$ cat src/rtl/rx_on_detection_pkg.sv
// Shared xpu definitions for the RX on/off detector: FSM encodings, scaled-count
// width and the default clock-cycles-per-delay-unit factor.
package rx_on_detection_pkg;
  localparam int SCALED_W        = 14;
  localparam int COUNT_SCALE_DEF = 10;

  typedef enum logic [1:0] {
    RX_DET_IDLE   = 2'd0,
    RX_DET_ACTIVE = 2'd1,
    RX_DET_TAIL   = 2'd2
  } rx_det_state_e;

  function automatic logic [SCALED_W-1:0] scale_count(input logic [7:0] top, input int k);
    return SCALED_W'(top) * SCALED_W'(k);
  endfunction
endpackage

$ cat src/rtl/rx_on_detection_if.sv
// PHY/MAC-facing signal bundle of the RX on/off detector; master is the xpu
// side driving PHY indications, slave is the detector.
interface rx_on_detection_if #(parameter int SAMPLE_CNT_W = 16);
  logic [7:0]              bb_rf_delay_count_top;
  logic [3:0]              rx_end_ext_count_top;
  logic [15:0]             rx_timeout_count_top;
  logic                    tsf_pulse_1M;
  logic                    tx_rf_is_ongoing;
  logic                    phy_rx_started;
  logic                    phy_rx_done;
  logic                    rx_iq_valid;
  logic                    rx_bb_is_ongoing;
  logic                    rx_busy_ext;
  logic                    pulse_rx_bb_end;
  logic                    rx_timeout_pulse;
  logic                    rx_abort_by_tx;
  logic [13:0]             rx_rf_end_delay;
  logic [SAMPLE_CNT_W-1:0] rx_sample_count;

  modport master (
    output bb_rf_delay_count_top, rx_end_ext_count_top, rx_timeout_count_top,
           tsf_pulse_1M, tx_rf_is_ongoing, phy_rx_started, phy_rx_done, rx_iq_valid,
    input  rx_bb_is_ongoing, rx_busy_ext, pulse_rx_bb_end, rx_timeout_pulse,
           rx_abort_by_tx, rx_rf_end_delay, rx_sample_count
  );

  modport slave (
    input  bb_rf_delay_count_top, rx_end_ext_count_top, rx_timeout_count_top,
           tsf_pulse_1M, tx_rf_is_ongoing, phy_rx_started, phy_rx_done, rx_iq_valid,
    output rx_bb_is_ongoing, rx_busy_ext, pulse_rx_bb_end, rx_timeout_pulse,
           rx_abort_by_tx, rx_rf_end_delay, rx_sample_count
  );
endinterface

$ cat src/rtl/rx_on_detection_us_watchdog.sv
// Microsecond watchdog: counts 1 us ticks while enabled, flags the tick that
// makes the count reach limit_i. A zero limit disables the hit.
module rx_us_watchdog #(
  parameter int W = 16
) (
  input  logic         clk,
  input  logic         rstn,
  input  logic         clr_i,
  input  logic         en_i,
  input  logic         tick_i,
  input  logic [W-1:0] limit_i,
  output logic         hit_o,
  output logic [W-1:0] cnt_o
);
  logic [W-1:0] cnt_q, cnt_d;

  always_comb begin
    cnt_d = cnt_q;
    if (clr_i)              cnt_d = '0;
    else if (en_i && tick_i) cnt_d = cnt_q + W'(1);
  end

  // Hit is flagged on the tick itself so the registered pulse lands one cycle later.
  assign hit_o = en_i && tick_i && (limit_i != '0) && ((cnt_q + W'(1)) == limit_i);
  assign cnt_o = cnt_q;

  always_ff @(posedge clk or negedge rstn)
    if (!rstn) cnt_q <= '0;
    else       cnt_q <= cnt_d;
endmodule

$ cat src/rtl/rx_on_detection.sv
// RX burst tracker: IDLE/ACTIVE/TAIL FSM with self-RX suppression, us watchdog
// and busy-tail extension. RX_IQ_GAP_END_EN adds an IQ-strobe-gap burst end.
module rx_on_detection
  import rx_on_detection_pkg::*;
#(
  parameter int COUNT_SCALE  = COUNT_SCALE_DEF,
  parameter int SAMPLE_CNT_W = 16,
  parameter int IQ_GAP_TOP   = 200
) (
  input logic               clk,
  input logic               rstn,
  rx_on_detection_if.slave  bus
);
  if (IQ_GAP_TOP < 1) begin : g_bad_gap
    $error("IQ_GAP_TOP must be at least 1");
  end

  rx_det_state_e           state_q;
  logic [SCALED_W-1:0]     delay_scale_q, tail_scale_q, tail_cnt_q, end_delay_q;
  logic [SAMPLE_CNT_W-1:0] sample_cnt_q, sample_inc;
  logic                    ongoing_q, busy_q, end_pulse_q, timeout_q, abort_q;
  logic                    start_ok, gap_hit, wd_hit, wd_clr, wd_en, tail_last;
  logic [15:0]             wd_cnt;

`ifdef RX_IQ_GAP_END_EN
  localparam int GAP_W = $clog2(IQ_GAP_TOP + 1);
  logic [GAP_W-1:0] gap_cnt_q;
  assign gap_hit = !bus.rx_iq_valid && (gap_cnt_q == GAP_W'(IQ_GAP_TOP - 1));
`else
  assign gap_hit = 1'b0;
`endif

  assign start_ok   = bus.phy_rx_started && !bus.tx_rf_is_ongoing;
  assign sample_inc = sample_cnt_q +
                      SAMPLE_CNT_W'(bus.rx_iq_valid && (sample_cnt_q != '1));
  assign tail_last  = ({1'b0, tail_cnt_q} + 15'd1) >= {1'b0, tail_scale_q};
  assign wd_en      = (state_q == RX_DET_ACTIVE);

  // Watchdog is cleared only when a start actually (re)opens a burst.
  always_comb begin
    wd_clr = 1'b0;
    case (state_q)
      RX_DET_IDLE, RX_DET_TAIL: wd_clr = start_ok;
      RX_DET_ACTIVE: wd_clr = start_ok && !bus.phy_rx_done && !gap_hit && !wd_hit;
      default: wd_clr = 1'b0;
    endcase
  end

  rx_us_watchdog #(.W(16)) u_wd (
    .clk     (clk),
    .rstn    (rstn),
    .clr_i   (wd_clr),
    .en_i    (wd_en),
    .tick_i  (bus.tsf_pulse_1M),
    .limit_i (bus.rx_timeout_count_top),
    .hit_o   (wd_hit),
    .cnt_o   (wd_cnt)
  );

  always_ff @(posedge clk or negedge rstn) begin
    if (!rstn) begin
      state_q       <= RX_DET_IDLE;
      delay_scale_q <= '0;
      tail_scale_q  <= '0;
      tail_cnt_q    <= '0;
      end_delay_q   <= '0;
      sample_cnt_q  <= '0;
      ongoing_q     <= 1'b0;
      busy_q        <= 1'b0;
      end_pulse_q   <= 1'b0;
      timeout_q     <= 1'b0;
      abort_q       <= 1'b0;
`ifdef RX_IQ_GAP_END_EN
      gap_cnt_q     <= '0;
`endif
    end else begin
      delay_scale_q <= scale_count(bus.bb_rf_delay_count_top, COUNT_SCALE);
      tail_scale_q  <= scale_count({4'd0, bus.rx_end_ext_count_top}, COUNT_SCALE);
      end_pulse_q   <= 1'b0;
      timeout_q     <= 1'b0;
      abort_q       <= 1'b0;
      case (state_q)
        RX_DET_IDLE: begin
          if (start_ok) begin
            state_q      <= RX_DET_ACTIVE;
            ongoing_q    <= 1'b1;
            busy_q       <= 1'b1;
            sample_cnt_q <= SAMPLE_CNT_W'(bus.rx_iq_valid);
`ifdef RX_IQ_GAP_END_EN
            gap_cnt_q    <= '0;
`endif
          end
        end
        RX_DET_ACTIVE: begin
          sample_cnt_q <= sample_inc;
`ifdef RX_IQ_GAP_END_EN
          gap_cnt_q    <= bus.rx_iq_valid ? '0 : gap_cnt_q + GAP_W'(1);
`endif
          if (bus.tx_rf_is_ongoing) begin
            state_q     <= RX_DET_IDLE;
            ongoing_q   <= 1'b0;
            busy_q      <= 1'b0;
            abort_q     <= 1'b1;
            end_pulse_q <= 1'b1;
            end_delay_q <= delay_scale_q;
          end else if (bus.phy_rx_done || gap_hit || wd_hit) begin
            state_q     <= RX_DET_TAIL;
            ongoing_q   <= 1'b0;
            tail_cnt_q  <= '0;
            end_pulse_q <= 1'b1;
            timeout_q   <= wd_hit && !bus.phy_rx_done && !gap_hit;
            end_delay_q <= delay_scale_q;
          end else if (start_ok) begin
            sample_cnt_q <= SAMPLE_CNT_W'(bus.rx_iq_valid);
`ifdef RX_IQ_GAP_END_EN
            gap_cnt_q    <= '0;
`endif
          end
        end
        RX_DET_TAIL: begin
          if (bus.tx_rf_is_ongoing) begin
            state_q <= RX_DET_IDLE;
            busy_q  <= 1'b0;
          end else if (start_ok) begin
            state_q      <= RX_DET_ACTIVE;
            ongoing_q    <= 1'b1;
            sample_cnt_q <= SAMPLE_CNT_W'(bus.rx_iq_valid);
`ifdef RX_IQ_GAP_END_EN
            gap_cnt_q    <= '0;
`endif
          end else if (tail_last) begin
            state_q <= RX_DET_IDLE;
            busy_q  <= 1'b0;
          end else begin
            tail_cnt_q <= tail_cnt_q + SCALED_W'(1);
          end
        end
        default: begin
          state_q   <= RX_DET_IDLE;
          ongoing_q <= 1'b0;
          busy_q    <= 1'b0;
        end
      endcase
    end
  end

  assign bus.rx_bb_is_ongoing = ongoing_q;
  assign bus.rx_busy_ext      = busy_q;
  assign bus.pulse_rx_bb_end  = end_pulse_q;
  assign bus.rx_timeout_pulse = timeout_q;
  assign bus.rx_abort_by_tx   = abort_q;
  assign bus.rx_rf_end_delay  = end_delay_q;
  assign bus.rx_sample_count  = sample_cnt_q;
endmodule
$ cat src/flat_wrapper.sv
// flat-port wrapper written by rule: the top's interface ports become plain ports
module rx_on_detection_flat import rx_on_detection_pkg::*;
#(
  parameter int COUNT_SCALE  = COUNT_SCALE_DEF,
  parameter int SAMPLE_CNT_W = 16,
  parameter int IQ_GAP_TOP   = 200
)
  (clk, rstn, bus_bb_rf_delay_count_top, bus_rx_end_ext_count_top, bus_rx_timeout_count_top, bus_tsf_pulse_1M, bus_tx_rf_is_ongoing, bus_phy_rx_started, bus_phy_rx_done, bus_rx_iq_valid, bus_rx_bb_is_ongoing, bus_rx_busy_ext, bus_pulse_rx_bb_end, bus_rx_timeout_pulse, bus_rx_abort_by_tx, bus_rx_rf_end_delay, bus_rx_sample_count);
  rx_on_detection_if #(.SAMPLE_CNT_W(SAMPLE_CNT_W)) bus_i ();
  input logic clk;
  input logic rstn;
  input wire logic [$bits(bus_i.bb_rf_delay_count_top)-1:0] bus_bb_rf_delay_count_top;
  input wire logic [$bits(bus_i.rx_end_ext_count_top)-1:0] bus_rx_end_ext_count_top;
  input wire logic [$bits(bus_i.rx_timeout_count_top)-1:0] bus_rx_timeout_count_top;
  input wire logic [$bits(bus_i.tsf_pulse_1M)-1:0] bus_tsf_pulse_1M;
  input wire logic [$bits(bus_i.tx_rf_is_ongoing)-1:0] bus_tx_rf_is_ongoing;
  input wire logic [$bits(bus_i.phy_rx_started)-1:0] bus_phy_rx_started;
  input wire logic [$bits(bus_i.phy_rx_done)-1:0] bus_phy_rx_done;
  input wire logic [$bits(bus_i.rx_iq_valid)-1:0] bus_rx_iq_valid;
  output wire logic [$bits(bus_i.rx_bb_is_ongoing)-1:0] bus_rx_bb_is_ongoing;
  output wire logic [$bits(bus_i.rx_busy_ext)-1:0] bus_rx_busy_ext;
  output wire logic [$bits(bus_i.pulse_rx_bb_end)-1:0] bus_pulse_rx_bb_end;
  output wire logic [$bits(bus_i.rx_timeout_pulse)-1:0] bus_rx_timeout_pulse;
  output wire logic [$bits(bus_i.rx_abort_by_tx)-1:0] bus_rx_abort_by_tx;
  output wire logic [$bits(bus_i.rx_rf_end_delay)-1:0] bus_rx_rf_end_delay;
  output wire logic [$bits(bus_i.rx_sample_count)-1:0] bus_rx_sample_count;
  assign bus_i.bb_rf_delay_count_top = bus_bb_rf_delay_count_top;
  assign bus_i.rx_end_ext_count_top = bus_rx_end_ext_count_top;
  assign bus_i.rx_timeout_count_top = bus_rx_timeout_count_top;
  assign bus_i.tsf_pulse_1M = bus_tsf_pulse_1M;
  assign bus_i.tx_rf_is_ongoing = bus_tx_rf_is_ongoing;
  assign bus_i.phy_rx_started = bus_phy_rx_started;
  assign bus_i.phy_rx_done = bus_phy_rx_done;
  assign bus_i.rx_iq_valid = bus_rx_iq_valid;
  assign bus_rx_bb_is_ongoing = bus_i.rx_bb_is_ongoing;
  assign bus_rx_busy_ext = bus_i.rx_busy_ext;
  assign bus_pulse_rx_bb_end = bus_i.pulse_rx_bb_end;
  assign bus_rx_timeout_pulse = bus_i.rx_timeout_pulse;
  assign bus_rx_abort_by_tx = bus_i.rx_abort_by_tx;
  assign bus_rx_rf_end_delay = bus_i.rx_rf_end_delay;
  assign bus_rx_sample_count = bus_i.rx_sample_count;
  rx_on_detection #(.COUNT_SCALE(COUNT_SCALE), .SAMPLE_CNT_W(SAMPLE_CNT_W), .IQ_GAP_TOP(IQ_GAP_TOP)) u_core (.clk(clk), .rstn(rstn), .bus(bus_i));
endmodule
$ cat config.mk
export PLATFORM = sky130hd
export DESIGN_NAME = rx_on_detection_flat
export DESIGN_NICKNAME = d
export VERILOG_FILES = /design/src/rtl/rx_on_detection_pkg.sv /design/src/rtl/rx_on_detection_if.sv /design/src/rtl/rx_on_detection_us_watchdog.sv /design/src/rtl/rx_on_detection.sv /design/src/flat_wrapper.sv
export SDC_FILE = /design/constraint.sdc
export NUM_CORES = 1
export LEC_CHECK = 0
export CORE_UTILIZATION = 55
export CTS_CLUSTER_SIZE = 24
export DETAILED_ROUTE_END_ITERATION = 6
export PLACE_DENSITY = 0.8
export SLEW_MARGIN = 20
export SYNTH_ARGS = -nofsm -noshare
export SYNTH_HDL_FRONTEND = slang
export SYNTH_SLANG_ARGS = --single-unit
$ cat constraint.sdc
create_clock -name clk -period 3.85 [get_ports clk]
set_input_delay 0.385 -clock clk [delete_from_list [all_inputs] [get_ports clk]]
set_output_delay 0.385 -clock clk [all_outputs]
set_load 0.01 [all_outputs]
* Word level (Yosys, flattened, before mapping)
Index checks and enable logic that the tools add are counted.
Word-level totals: word-level logic and storage cells 102, output and inout bits 35, bits of input ports 35, register bits 85
Cells by class: $mul 2, mux-type cells 43, order comparisons 1, equal/unequal tests 15, add/subtract/negate cells 4, reductions and logical operators 25
Operators with widths (number):
- 16-bit 2-to-1 mux | 7
- 14-bit 2-to-1 mux | 7
- 16-bit one-hot mux with 3 select lines | 1
- 14-bit one-hot mux with 2 select lines | 1
- 1-bit 2-to-1 mux | 17
- 16-bit by 1-bit adder with 16-bit output | 1
- 16-bit by 1-bit adder with 16-bit output, second input constant | 1
- 16-bit == test | 1
- 16-bit != test, second input constant | 1
- 16-bit nonzero test | 1
- 14-bit by 1-bit adder with 15-bit output, second input constant | 1
- 15-bit by 8-bit >= comparator with 1-bit output | 1
- 14-bit by 1-bit adder with 14-bit output, second input constant | 1
- 2-bit 2-to-1 mux | 6
- 8-bit by 3-bit multiplier with 11-bit output, second input constant | 1
- 2-bit != test, second input constant | 5
- 1-bit logical AND | 8
- 4-bit by 3-bit multiplier with 7-bit output, second input constant | 1
- 3-bit by 2-bit != test with 1-bit output, second input constant | 2
- 1-bit one-hot mux with 3 select lines | 2
- 2-bit one-hot mux with 3 select lines | 1
- 2-bit AND reduction | 3
- 6-bit AND reduction | 1
- 2-bit nonzero test | 3
- other kinds (13) | 16

* Depth between registers and ports, before layout
word-level depth 8, mapped depth 13, gate-level depth less buffers 13

* Modules after synthesis
Synthesis repeated with hierarchy kept, for this count alone.
Unflattened totals: cell total of the unflattened synthesis 470, area, all modules 4794.6 um2
By module, submodules not included:
- rx_on_detection | instances 1, cells each 322, seq. area each 1651.6 um2, area an instance 3538.4 um2
- rx_us_watchdog | instances 1, cells each 148, seq. area each 400.4 um2, area an instance 1256.2 um2

* Worst setup path after synthesis
Ideal clock, no wire load.
path type flip-flop to flip-flop, start reg u_core.u_wd.cnt_q[12], in the netlist u_core.u_wd.cnt_o[12], end reg u_core.end_delay_q[10], in the netlist u_core.bus.rx_rf_end_delay[10], path slack 786 ps, clock period less this slack 3064 ps, required time 3723 ps, stages on the path, launching flop included 10, path buffers 2, arrival 2936 ps, cells stage by stage dfrtp_1 clkbuf_1 nand4_1 nor4_1 mux2_2 or4_4 a2111oi_4 o21bai_2 buf_6 mux2_1
Between the ends: longest elaborated chain between the ends 6
Ends and longest elaborated chain:
- start, declared | line rx_on_detection_us_watchdog.sv:15 | logic [W-1:0] cnt_q, cnt_d;
- start signal, assigned | line rx_on_detection_us_watchdog.sv:29 | else cnt_q <= cnt_d;
- 16-bit by 1-bit adder with 16-bit output | line rx_on_detection_us_watchdog.sv:24 | assign hit_o = en_i && tick_i && (limit_i != '0) && ((cnt_q + W'(1)) == limit_i);
- 16-bit == test | line rx_on_detection_us_watchdog.sv:24
- 1-bit logical AND | line rx_on_detection_us_watchdog.sv:24
- 1-bit logical OR | line rx_on_detection.sv:106 | end else if (bus.phy_rx_done || gap_hit || wd_hit) begin
- 2-bit nonzero test (no line)
- 2-bit AND reduction (no line)
- end signal, assigned | line rx_on_detection.sv:105 | end_delay_q <= delay_scale_q;
- end signal, assigned | line rx_on_detection.sv:112 | end_delay_q <= delay_scale_q;
- end, declared | line rx_on_detection.sv:19 | logic [SCALED_W-1:0] delay_scale_q, tail_scale_q, tail_cnt_q, end_delay_q;
Every way passes these cells. A chain may end at the register's enable or synchronous reset.

* Worst setup path in the final report
start reg u_core.tail_cnt_q[0], end reg u_core.tail_cnt_q[0]
Between the ends: longest elaborated chain between the ends 5
Ends and longest elaborated chain:
- start, declared | line rx_on_detection.sv:19
- start signal, assigned | line rx_on_detection.sv:135 | tail_cnt_q <= tail_cnt_q + SCALED_W'(1);
- parallel branches: the longest is 5 deep, another holds 14-bit by 1-bit adder with 15-bit output
Parallel ways; which one is timed is not known. The select of a mux whose other input is x is not followed.

==> results.json <==
{
  "drcViolationCount": 0,
  "arrival_ns": 3.71,
  "cts-htree-levels": 3,
  "cpPeakStageDelay_ns": 0.49,
  "synthAdderAreaFrac": 0.0781,
  "io-pin-count": 70,
  "synth_compound_area_frac": 0.129,
  "die_h_um": 97.3,
  "synth_top_family_by_area": "simple AND/OR/NAND/NOR gates",
  "cpMostUsedCell": "nand3_1",
  "critPathLaunchType": "register",
  "skew_ns": 0.0169,
  "leakage_nw": 2.51,
  "reg2regPathDepth": 12,
  "syn-instance-count": 529,
  "yosys_most_used_dff": "dfrtp_1",
  "antenna_found_initial": 0,
  "grt_pass1_wl_um": 19100,
  "vias": 4219,
  "slowest_stage": "or4_1",
  "routabilityCongestion": 0.991,
  "postLayoutCoreUtil": 0.678,
  "syn_avg_cell_area_um2": 9.44,
  "peakVddDrop_mv": 0.327,
  "vias_per_cell": 6.02,
  "drtPass1Iterations": 5,
  "grt-ovfl-total": 0,
  "synth_xor_area_frac": 0.0666,
  "synth_common_cells": "82 x dfrtp_1, 51 x nor2_1, 32 x nand2_1",
  "cap_violations": 0,
  "async_flop_share": 1.00,
  "ys_warn_count": 0,
  "wl_per_cell_um": 16.2,
  "ys_seq_area_frac": 0.411,
  "clockRootBuffer": "clkbuf_8",
  "synthTopCellsByArea": "dfrtp_1 41%, ha_1 7.0%, xnor2_1 4.2%",
  "die_w_um": 97.3,
  "postCtsSetupRepairBufs": 0,
  "yosys.cell_types.count": 62,
  "holdBufCountCts": 0,
  "finish.net_count": 653,
  "cp-end-kind": "register",
  "critical_path.endpoint": "u_core.tail_cnt_q[0]$_DFFE_PN0P_",
  "critPathRequiredTime_ns": 4.12,
  "worst_pin_slew_ns": 0.842,
  "rsz0062_at_grt": "false",
  "synth.mux.area_fraction": 0.0353,
  "synth_seq_cells": 82,
  "min_period_ns": 3.43,
  "cts_buffers": 9,
  "cts_tree": "built",
  "ant_nets": 0,
  "setup_viol": 0,
  "core_area_mm2": 0.00876,
  "rrSetupSlack_ns": 0.42,
  "critPathLaunch": "u_core.tail_cnt_q[0]$_DFFE_PN0P_",
  "grt_pass1_vias": 4103,
  "clock_path_buffers": 2,
  "synthSimpleGateAreaFrac": 0.237,
  "path_depth": 12,
  "synth_area_mm2": 0.00500,
  "routed_wl_um": 11400,
  "relSlewSlack": 0.435,
  "reg2reg_to": "u_core.tail_cnt_q[0]$_DFFE_PN0P_",
  "final_max_slew_viol_count": 0,
  "drive_gt1_frac": 0.0590,
  "r2r-start": "u_core.tail_cnt_q[0]$_DFFE_PN0P_",
  "setup_total_negative_slack_ns": 0,
  "clock-sinks": 82,
  "yosys.area.top_type": "dfrtp_1",
  "worstPathCellList": "ha_1 -> nand3_1 -> and2_1 -> or2_2 -> ha_1 -> nand3_1 -> nor2_1 -> a211oi_1 -> nand3_1 -> or4_1 -> nor2_1 -> mux2_2",
  "fillers": 699,
  "power_density_mw_per_mm2": 380,
  "syn_to_final_growth_pct": 19.0,
  "fin_crit_sh": 0.892,
  "critPathKind": "register to register",
  "path_clk_slew_ns": 0.08,
  "dp_hpwl_um": 8410,
  "io_buffers": 66,
  "synth.most_common_cell": "dfrtp_1",
  "drtIter0Drc": 296,
  "outcome": "finished clean",
  "cts_resized": 0,
  "clock_latency_ns": 0.34,
  "crit_buf_inv": 0,
  "cp_top_family": "simple AND/OR/NAND/NOR gates",
  "fmax_ghz": 0.291,
  "gr-usage-all-layers": 0.248,
  "antennaDiodeCount": 0,
  "hold_path.class": "primary input to async pin",
  "hold_viol_final": 0,
  "synth_enable_flop_cells": 0,
  "start_util": 0.570,
  "grt_start_max_net_pins": 83,
  "rows": 34,
  "critPathMaxFanout": 6,
  "dieArea_mm2": 0.00947,
  "netlist.area_leader.share": 0.411
}
[flip-flops by register name, summed over array words and instances (netlist names)]
signal and cells:
u_core.bus.rx_abort_by_tx 1, u_core.state_q 2, u_core.bus.rx_sample_count 16, u_core.bus.rx_rf_end_delay 11, u_core.bus.rx_timeout_pulse 1, u_core.u_wd.cnt_o 16, u_core.bus.rx_bb_is_ongoing 1, u_core.tail_scale_q 7
u_core.tail_cnt_q 14, u_core.delay_scale_q 11, u_core.bus.rx_busy_ext 1, u_core.bus.pulse_rx_bb_end 1
[logic make-up after synthesis]
| kind of cell | Yosys count |
|---|---|
| AND/OR/NAND/NOR | 223 |
| AO/OA/AOI/OAI | 92 |
| flip-flops | 82 |
| buffers and inverters | 47 |
| XOR/XNOR | 38 |
| adder cells (fa/ha/maj) | 30 |
| multiplexers | 16 |
| other | 1 |
[how the worst min path moves through the flow]
stage,cells after the start,slack (ns),endpoint
2_1_floorplan,0,0.09,u_core.bus.pulse_rx_bb_end$_DFF_PN0_
6_report,1,0.06,u_core.u_wd.cnt_o[3]$_DFFE_PN0P_
5_1_grt,1,0.12,u_core.u_wd.cnt_o[3]$_DFFE_PN0P_
3_5_place_dp,1,0.45,u_core.bus.rx_rf_end_delay[9]$_DFFE_PN0P_
3_3_place_gp,1,0.44,u_core.bus.rx_rf_end_delay[7]$_DFFE_PN0P_
4_1_cts,1,0.24,u_core.u_wd.cnt_o[3]$_DFFE_PN0P_
[stage by stage]
step	cells	power [mW]	hold WS, ns	instance area, um2	worst slack, ns
floorplan	531	1.27	0.0894	5000	0.786
global placement	685	1.51	0.443	5700	0.529
detailed placement	685	1.54	0.452	5700	0.482
CTS	701	2.28	0.240	5940	0.434
global route	701	2.38	0.120	5950	0.0813
finish	701	2.26	0.0597	5950	0.418
[area by class of cell]
class	count	area, um2	area share
inverters	23	86.3	0.0145
repair buffers	70	692	0.116
flip-flops and latches	82	2050	0.345
well taps	108	135	0.0227
clock inverters	6	113	0.0189
clock buffers	10	128	0.0215
multi-input cells	402	2740	0.461
[placed cells by master, fill, tap and decap left out, types with 4 or more instances in the layout]
cell type	n
a22o_1	5
and3_1	9
and4_1	7
inv_1	23
o21ai_0	29
and2_1	11
nand3_1	25
nor2_1	51
buf_4	4
mux2_2	4
nand4_1	14
nor2b_1	10
xor2_1	14
clkbuf_8	9
nand2b_1	9
nand2_1	32
clkdlybuf4s50_1	65
or3_1	6
a211oi_1	6
mux2_1	9
dfrtp_1	82
o211ai_1	5
nor4_1	11
ha_1	28
xnor2_1	24
or2_2	4
a21oi_1	13
nor3_1	19
o32ai_1	5
[power by group]
group          switching (mW)  total, mW  internal, mW
clock                   0.305      0.739         0.434
combinational           0.240      0.496         0.256
sequential             0.0691       1.03         0.957
[per-layer routing]
layer	vias up	wire length, um	track usage
li1	2023	-	-
met1	2035	4870	0.310
met2	144	5720	0.436
met3	17	686	0.0504
met4	0	116	0.0690
met5	-	0	0
Note: power is estimated with default switching activity, not from simulation.
